$ cat src/rtl/sys_bus_arb_pkg.sv
// rtl/sys_bus_arb_pkg.sv - shared types and helpers for the system bus arbiter
package sys_bus_arb_pkg;

  localparam int MAX_REQ = 8;
  localparam int IDX_W   = 3;

  typedef enum logic [1:0] {
    IDLE  = 2'd0,
    ISSUE = 2'd1,
    WAIT  = 2'd2,
    RESP  = 2'd3
  } state_e;

  typedef enum logic {
    OP_RD = 1'b0,
    OP_WR = 1'b1
  } op_e;

  // Timeout counter must be able to hold TIMEOUT_CYCLES itself.
  function automatic int cnt_width(input int timeout_cycles);
    return $clog2(timeout_cycles + 1);
  endfunction

  // First pending index at or after ptr. Bits above NUM_REQ are zero, so a
  // modulo-8 scan gives the same order as a modulo-NUM_REQ scan.
  function automatic logic [IDX_W-1:0] next_rr(input logic [MAX_REQ-1:0] pending,
                                               input logic [IDX_W-1:0]   ptr);
    logic [IDX_W-1:0] idx;
    logic [IDX_W-1:0] pick;
    logic             found;
    pick  = ptr;
    found = 1'b0;
    for (int k = 0; k < MAX_REQ; k++) begin
      idx = ptr + IDX_W'(k);
      if (!found && pending[idx]) begin
        pick  = idx;
        found = 1'b1;
      end
    end
    return pick;
  endfunction

endpackage

$ cat src/rtl/sys_req_latch.sv
// rtl/sys_req_latch.sv - per-requester pulse capture with pending and overflow flags
module sys_req_latch
  import sys_bus_arb_pkg::*;
#(
  parameter int ADDR_WIDTH = 32,
  parameter int DATA_WIDTH = 32,
  parameter int SEL_WIDTH  = 4
) (
  input  logic                  axi_clk_i,
  input  logic                  axi_rstn_i,
  input  logic                  wen,
  input  logic                  ren,
  input  logic [ADDR_WIDTH-1:0] addr,
  input  logic [DATA_WIDTH-1:0] wdata,
  input  logic [SEL_WIDTH-1:0]  sel,
  input  logic                  serve,
  output logic                  pending,
  output logic                  ovf,
  output logic [ADDR_WIDTH-1:0] addr_q,
  output logic [DATA_WIDTH-1:0] wdata_q,
  output logic [SEL_WIDTH-1:0]  sel_q,
  output op_e                   op_q
);

  // Latch a new request only when idle; a pulse while pending is dropped and flagged.
  always_ff @(posedge axi_clk_i or negedge axi_rstn_i) begin
    if (!axi_rstn_i) begin
      pending <= 1'b0;
      ovf     <= 1'b0;
      addr_q  <= '0;
      wdata_q <= '0;
      sel_q   <= '0;
      op_q    <= OP_RD;
    end else begin
      if (wen || ren) begin
        if (pending) begin
          ovf <= 1'b1;
        end else begin
          pending <= 1'b1;
          addr_q  <= addr;
          wdata_q <= wdata;
          sel_q   <= sel;
          op_q    <= wen ? OP_WR : OP_RD;
        end
      end
      if (serve) begin
        pending <= 1'b0;
      end
    end
  end

endmodule

$ cat src/rtl/sys_bus_arbiter.sv
// rtl/sys_bus_arbiter.sv - round-robin arbiter sharing one system bus among NUM_REQ masters
module sys_bus_arbiter
  import sys_bus_arb_pkg::*;
#(
  parameter int NUM_REQ        = 2,
  parameter int ADDR_WIDTH     = 32,
  parameter int DATA_WIDTH     = 32,
  parameter int TIMEOUT_CYCLES = 32
) (
  input  logic                             axi_clk_i,
  input  logic                             axi_rstn_i,
  input  logic [NUM_REQ*ADDR_WIDTH-1:0]    req_addr_i,
  input  logic [NUM_REQ*DATA_WIDTH-1:0]    req_wdata_i,
  input  logic [NUM_REQ*(ADDR_WIDTH/8)-1:0] req_sel_i,
  input  logic [NUM_REQ-1:0]               req_wen_i,
  input  logic [NUM_REQ-1:0]               req_ren_i,
  output logic [NUM_REQ*DATA_WIDTH-1:0]    req_rdata_o,
  output logic [NUM_REQ-1:0]               req_err_o,
  output logic [NUM_REQ-1:0]               req_ack_o,
  output logic [ADDR_WIDTH-1:0]            sys_addr_o,
  output logic [DATA_WIDTH-1:0]            sys_wdata_o,
  output logic [ADDR_WIDTH/8-1:0]          sys_sel_o,
  output logic                             sys_wen_o,
  output logic                             sys_ren_o,
  input  logic [DATA_WIDTH-1:0]            sys_rdata_i,
  input  logic                             sys_err_i,
  input  logic                             sys_ack_i,
  output logic [NUM_REQ-1:0]               ovf_o
);

  localparam int SEL_W = ADDR_WIDTH / 8;
  localparam int CNT_W = cnt_width(TIMEOUT_CYCLES);

  logic [NUM_REQ-1:0]    pending;
  logic [ADDR_WIDTH-1:0] lat_addr  [NUM_REQ];
  logic [DATA_WIDTH-1:0] lat_wdata [NUM_REQ];
  logic [SEL_W-1:0]      lat_sel   [NUM_REQ];
  op_e                   lat_op    [NUM_REQ];

  state_e           state;
  state_e           state_nxt;
  logic [IDX_W-1:0] grant;
  logic [IDX_W-1:0] ptr;
  logic [IDX_W-1:0] pick;
  op_e              cur_op;
  logic [CNT_W-1:0] cnt;
  logic             timeout_hit;

  logic [ADDR_WIDTH-1:0] pick_addr;
  logic [DATA_WIDTH-1:0] pick_wdata;
  logic [SEL_W-1:0]      pick_sel;
  op_e                   pick_op;

  logic                  resp_load;
  logic [DATA_WIDTH-1:0] resp_rdata;
  logic                  resp_err;

  for (genvar i = 0; i < NUM_REQ; i++) begin : g_req
    sys_req_latch #(
      .ADDR_WIDTH (ADDR_WIDTH),
      .DATA_WIDTH (DATA_WIDTH),
      .SEL_WIDTH  (SEL_W)
    ) u_latch (
      .axi_clk_i  (axi_clk_i),
      .axi_rstn_i (axi_rstn_i),
      .wen        (req_wen_i[i]),
      .ren        (req_ren_i[i]),
      .addr       (req_addr_i[i*ADDR_WIDTH +: ADDR_WIDTH]),
      .wdata      (req_wdata_i[i*DATA_WIDTH +: DATA_WIDTH]),
      .sel        (req_sel_i[i*SEL_W +: SEL_W]),
      .serve      (req_ack_o[i]),
      .pending    (pending[i]),
      .ovf        (ovf_o[i]),
      .addr_q     (lat_addr[i]),
      .wdata_q    (lat_wdata[i]),
      .sel_q      (lat_sel[i]),
      .op_q       (lat_op[i])
    );
  end

  // Round-robin pick, the winner's payload, and the response value to return.
  always_comb begin
    pick       = next_rr(MAX_REQ'(pending), ptr);
    pick_addr  = '0;
    pick_wdata = '0;
    pick_sel   = '0;
    pick_op    = OP_RD;
    for (int i = 0; i < NUM_REQ; i++) begin
      if (pick == IDX_W'(i)) begin
        pick_addr  = lat_addr[i];
        pick_wdata = lat_wdata[i];
        pick_sel   = lat_sel[i];
        pick_op    = lat_op[i];
      end
    end
    timeout_hit = (cnt == CNT_W'(TIMEOUT_CYCLES));
    resp_load   = ((state == ISSUE) && sys_ack_i) ||
                  ((state == WAIT) && (sys_ack_i || timeout_hit));
    resp_rdata  = sys_ack_i ? sys_rdata_i : '0;
    resp_err    = sys_ack_i ? sys_err_i : 1'b1;
  end

  // Next state plus the state-decoded strobes towards both sides.
  always_comb begin
    state_nxt = state;
    sys_wen_o = 1'b0;
    sys_ren_o = 1'b0;
    req_ack_o = '0;
    case (state)
      IDLE: begin
        if (|pending) state_nxt = ISSUE;
      end
      ISSUE: begin
        sys_wen_o = (cur_op == OP_WR);
        sys_ren_o = (cur_op == OP_RD);
        state_nxt = sys_ack_i ? RESP : WAIT;
      end
      WAIT: begin
        if (sys_ack_i || timeout_hit) state_nxt = RESP;
      end
      RESP: begin
        req_ack_o = NUM_REQ'(1) << grant;
        state_nxt = IDLE;
      end
      default: state_nxt = IDLE;
    endcase
  end

  // State register, grant/pointer bookkeeping, downstream payload and timeout counter.
  always_ff @(posedge axi_clk_i or negedge axi_rstn_i) begin
    if (!axi_rstn_i) begin
      state       <= IDLE;
      grant       <= '0;
      ptr         <= '0;
      cur_op      <= OP_RD;
      cnt         <= '0;
      sys_addr_o  <= '0;
      sys_wdata_o <= '0;
      sys_sel_o   <= '0;
    end else begin
      state <= state_nxt;
      case (state)
        IDLE: begin
          if (|pending) begin
            grant      <= pick;
            ptr        <= (pick == IDX_W'(NUM_REQ - 1)) ? '0 : pick + IDX_W'(1);
            cur_op     <= pick_op;
            sys_addr_o <= pick_addr;
            sys_sel_o  <= pick_sel;
            if (pick_op == OP_WR) sys_wdata_o <= pick_wdata;
          end
        end
        ISSUE: cnt <= CNT_W'(1);
        WAIT: begin
          if (!sys_ack_i && !timeout_hit) cnt <= cnt + CNT_W'(1);
        end
        default: ;
      endcase
    end
  end

  // Completion result goes only into the granted requester's slice; others hold.
  always_ff @(posedge axi_clk_i or negedge axi_rstn_i) begin
    if (!axi_rstn_i) begin
      req_rdata_o <= '0;
      req_err_o   <= '0;
    end else if (resp_load) begin
      for (int i = 0; i < NUM_REQ; i++) begin
        if (grant == IDX_W'(i)) begin
          req_rdata_o[i*DATA_WIDTH +: DATA_WIDTH] <= resp_rdata;
          req_err_o[i]                            <= resp_err;
        end
      end
    end
  end

endmodule
$ cat config.mk
export PLATFORM = sky130hd
export DESIGN_NAME = sys_bus_arbiter
export DESIGN_NICKNAME = d
export VERILOG_FILES = /design/src/rtl/sys_bus_arb_pkg.sv /design/src/rtl/sys_req_latch.sv /design/src/rtl/sys_bus_arbiter.sv
export SDC_FILE = /design/constraint.sdc
export NUM_CORES = 1
export LEC_CHECK = 0
export CELL_PAD_IN_SITES_DETAIL_PLACEMENT = 0
export CELL_PAD_IN_SITES_GLOBAL_PLACEMENT = 1
export CORE_MARGIN = 2
export CORE_UTILIZATION = 43
export DETAILED_ROUTE_END_ITERATION = 8
export GPL_TIMING_DRIVEN = 0
export HOLD_SLACK_MARGIN = 0.06
export PLACE_DENSITY_LB_ADDON = 0.05
export SLEW_MARGIN = 25
export SYNTH_ARGS = -nofsm -noshare
export SYNTH_HDL_FRONTEND = slang
export SYNTH_SLANG_ARGS = --single-unit
export TNS_END_PERCENT = 50
$ cat constraint.sdc
create_clock -name axi_clk_i -period 4.01 [get_ports axi_clk_i]
set_input_delay 0.401 -clock axi_clk_i [delete_from_list [all_inputs] [get_ports axi_clk_i]]
set_output_delay 0.401 -clock axi_clk_i [all_outputs]
set_load 0.02 [all_outputs]
==> flow_metrics.py <==
metrics = {
    "sta": {
        "clock.fmax_ghz": 0.320,
        "setup_viol": 0,
        "hold_viol_final": 0,
        "fin_crit_ns": 3.13,
        "rsz0062_at_grt": "no",
        "maxSlewViolCount": 0,
        "fin_skew_ns": 0.0159,
        "worst_pin_slew_ns": 0.760,
        "period_share_pct": 78.0,
        "maxSlewHeadroom_pct": 49.3,
    },
    "logic_synthesis": {
        "ys.flop_type": "dfrtp_1",
        "synth_top_family_by_area": "multiplexers",
        "synthMuxAreaShare_pct": 17.5,
        "ys_types": 45,
        "synth_compound_area_share_pct": 15.6,
        "ys_seq_area_share_pct": 54.9,
        "ys_ff_latch": 291,
        "synth_top_area_share_pct": 54.9,
        "synth-edff-count": 0,
        "synthXorXnorAreaFrac_pct": 0.0660,
        "ys_top_cells_by_area": "dfrtp_1, mux2_2, a311oi_2",
        "synth_cells": 1072,
        "syn_avg_cell_area_um2": 12.4,
        "synth_top_cell_by_area": "dfrtp_1",
        "netlist_area_um2": 13300,
        "syn-num-nets": 1256,
        "yosys.area_share.simple_pct": 6.87,
        "synth_fa_ha_area_share_pct": 0.755,
        "ys_warn_count": 0,
        "async_flop_share_pct": 100,
    },
    "critical_path": {
        "path_cells": "inv_2 -> ha_1 -> nor3b_1 -> or3b_1 -> buf_2 -> a311oi_2 -> clkbuf_1 -> nor3_1 -> a311oi_2",
        "critPathTopFamily": "buffers and inverters",
        "slowest_delay_ns": 0.57,
        "path_max_fanout": 10,
        "cp.arrival_ns": 3.59,
        "crit_path_top_delay_cell": "a311oi_2",
        "r2r_start": "ptr[0]",
        "crit_type": "reg -> reg",
        "cp-start-kind": "register",
        "cp-end-kind": "register",
        "required_ns": 4.47,
        "path_common_cell": "a311oi_2",
        "critPathBufInv": 3,
        "crit_start": "ptr[0]",
    },
    "drt": {
        "ant_nets": 0,
        "drt_iter0_markers": 457,
        "via_per_inst": 5.39,
        "routedWlPerCell_um": 19.7,
        "drt_wl_total_um": 36500,
        "route.detailed.drc": 0,
        "vias": 9958,
        "firstDrtPassIters": 5,
    },
    "place": {
        "io_buffers": 315,
        "hpwl_um": 25800,
        "place_area_um2": 17000,
        "gp_congestion": 0.806,
    },
    "floorplan": {
        "die_w_um": 180,
        "die_area_um2": 32300,
        "ioPinCount": 316,
        "core-area_um2": 30500,
        "placement_rows": 64,
        "dieHeight_um": 180,
        "initial_utilization_pct": 43.5,
    },
    "clock_network": {
        "clkLatencyLatePin_ns": 0.56,
        "ctsHoldBuffers": 1,
        "numCtsBuffers": 31,
        "cts_tree": "done",
        "clock-root-buffer": "clkbuf_16",
        "cts_resized": 0,
        "cts_sinks": 291,
        "htree_levels": 1,
        "clk_pin_slew_ns": 0.06,
        "cts_setup_buffers": 0,
        "clk_path_buf_depth": 3,
    },
    "final_layout": {
        "final_common_cell": "clkdlybuf4s50_1",
        "fin_area_um2": 18100,
        "nets": 1608,
        "most-common-layout-cells": "clkdlybuf4s50_1, dfrtp_1, mux2_2",
        "layout-drive-gt1-share_pct": 19.4,
        "num-fill-cells": 2622,
        "syn_to_final_growth_pct": 36.1,
        "utilization_pct": 59.2,
    },
    "power_and_ir_drop": {
        "p_leak_nw": 7.42,
        "peakVddDrop_mv": 0.470,
        "powerDensity_nw_per_um2": 841,
    },
    "outcome": {
        "status": "finished, final reports clean",
    },
    "global_routing": {
        "grtUsageTotal_pct": 22.4,
        "grt_pass1_wl_um": 57900,
        "grt_pass1_vias": 10200,
        "grt_overflow": 0,
        "grt_max_degree": 89,
        "antenna_found_initial": 5,
    },
    "job": {
        "cap_violations": 0,
    },
    "hold_path": {
        "holdCritPathClass": "in -> async",
    },
}
==> final timing paths <==
| check | depth (start not counted) | to | slack, ns |
|---|---|---|---|
| setup / recovery | 9 | sys_wdata_o[26] | 0.88 |
| hold / removal | 2 | req_rdata_o[9] | 0.38 |
| setup reg to reg | 9 | sys_wdata_o[26] | 0.88 |
| hold reg to reg | 1 | g_req[1].u_latch.ovf | 0.48 |
| min in group axi_clk_i | 2 | g_req[0].u_latch.addr_q[8] | 0.45 |
| max in group asynchronous | 4 | g_req[1].u_latch.ovf | 2.50 |
==> routing by layer <==
| metal | track usage [%] | vias up | wire (um) |
|---|---|---|---|
| li1 | - | 4639 | - |
| met1 | 30.7 | 4973 | 16500 |
| met2 | 36.8 | 300 | 17200 |
| met3 | 4.88 | 42 | 2130 |
| met4 | 4.36 | 4 | 666 |
| met5 | 0 | - | 27 |
==> cells by family after synthesis <==
| group | Yosys count |
|---|---|
| xor gates and xnor gates | 1 |
| buffers and inverters | 134 |
| adders and majority gates | 8 |
| and+or+nand+nor | 189 |
| muxes | 206 |
| AOI/OAI and AO/OA | 243 |
| DFF | 291 |
==> through the flow <==
stage	std cells	TNS (ns)	setup WS, ns	power, mW	hold WS, ns
global placement	1783	-3036.17	-10.46	12.2	0.456
floorplan	1072	0	1.46	9.59	0.105
global route	1843	0	0.684	16.1	0.416
CTS	1843	0	0.894	15.3	0.380
finish	1847	0	0.881	15.2	0.383
detailed placement	1786	0	0.881	12.4	0.367
==> power by group <==
part           switching, mW  internal [mW]  leakage, nW
registers              0.891           4.40         3.47
logic                   3.60           3.41         3.45
clock network           1.15           1.73        0.511
total                   5.64           9.54         7.42
==> synth_stat cells (2+ instances only) <==
cell type	count
o21ai_0	9
nand2_1	47
buf_2	14
dfrtp_1	291
a21oi_1	39
nor3_1	35
and3_1	2
nand2b_1	7
a311oi_2	60
clkbuf_1	65
nand3_1	6
buf_1	4
a311oi_1	9
nand4_1	2
o22ai_1	73
ha_1	8
o21ai_1	5
a211oi_1	32
mux2_1	63
buf_6	6
a21o_1	2
inv_1	40
a31oi_1	5
and2_1	35
mux2_2	142
nor2_1	44
buf_4	4
nor2b_1	6
==> registers in the layout (all words and copies together), names as in the netlist <==
name,count
cnt,6
cur_op,1
g_req.u_latch.addr_q,64
g_req.u_latch.op_q,2
g_req.u_latch.ovf,2
g_req.u_latch.pending,2
g_req.u_latch.sel_q,8
g_req.u_latch.wdata_q,64
grant,3
ptr,3
req_err_o,2
req_rdata_o,64
state,2
sys_addr_o,32
sys_sel_o,4
sys_wdata_o,32
==> final cells by class <==
type	count	area, um2	share of cell area [%]
tap	396	495	2.74
buffer	93	427	2.36
inverter	41	154	0.852
timing repair buffer	319	3250	18.0
sequential	291	7280	40.3
clock inverter	11	133	0.735
multi-input combinational	647	5400	29.9
clock buffer	45	898	4.98
antenna	4	10.0	0.0554
Power figures use the tool's default switching activity.
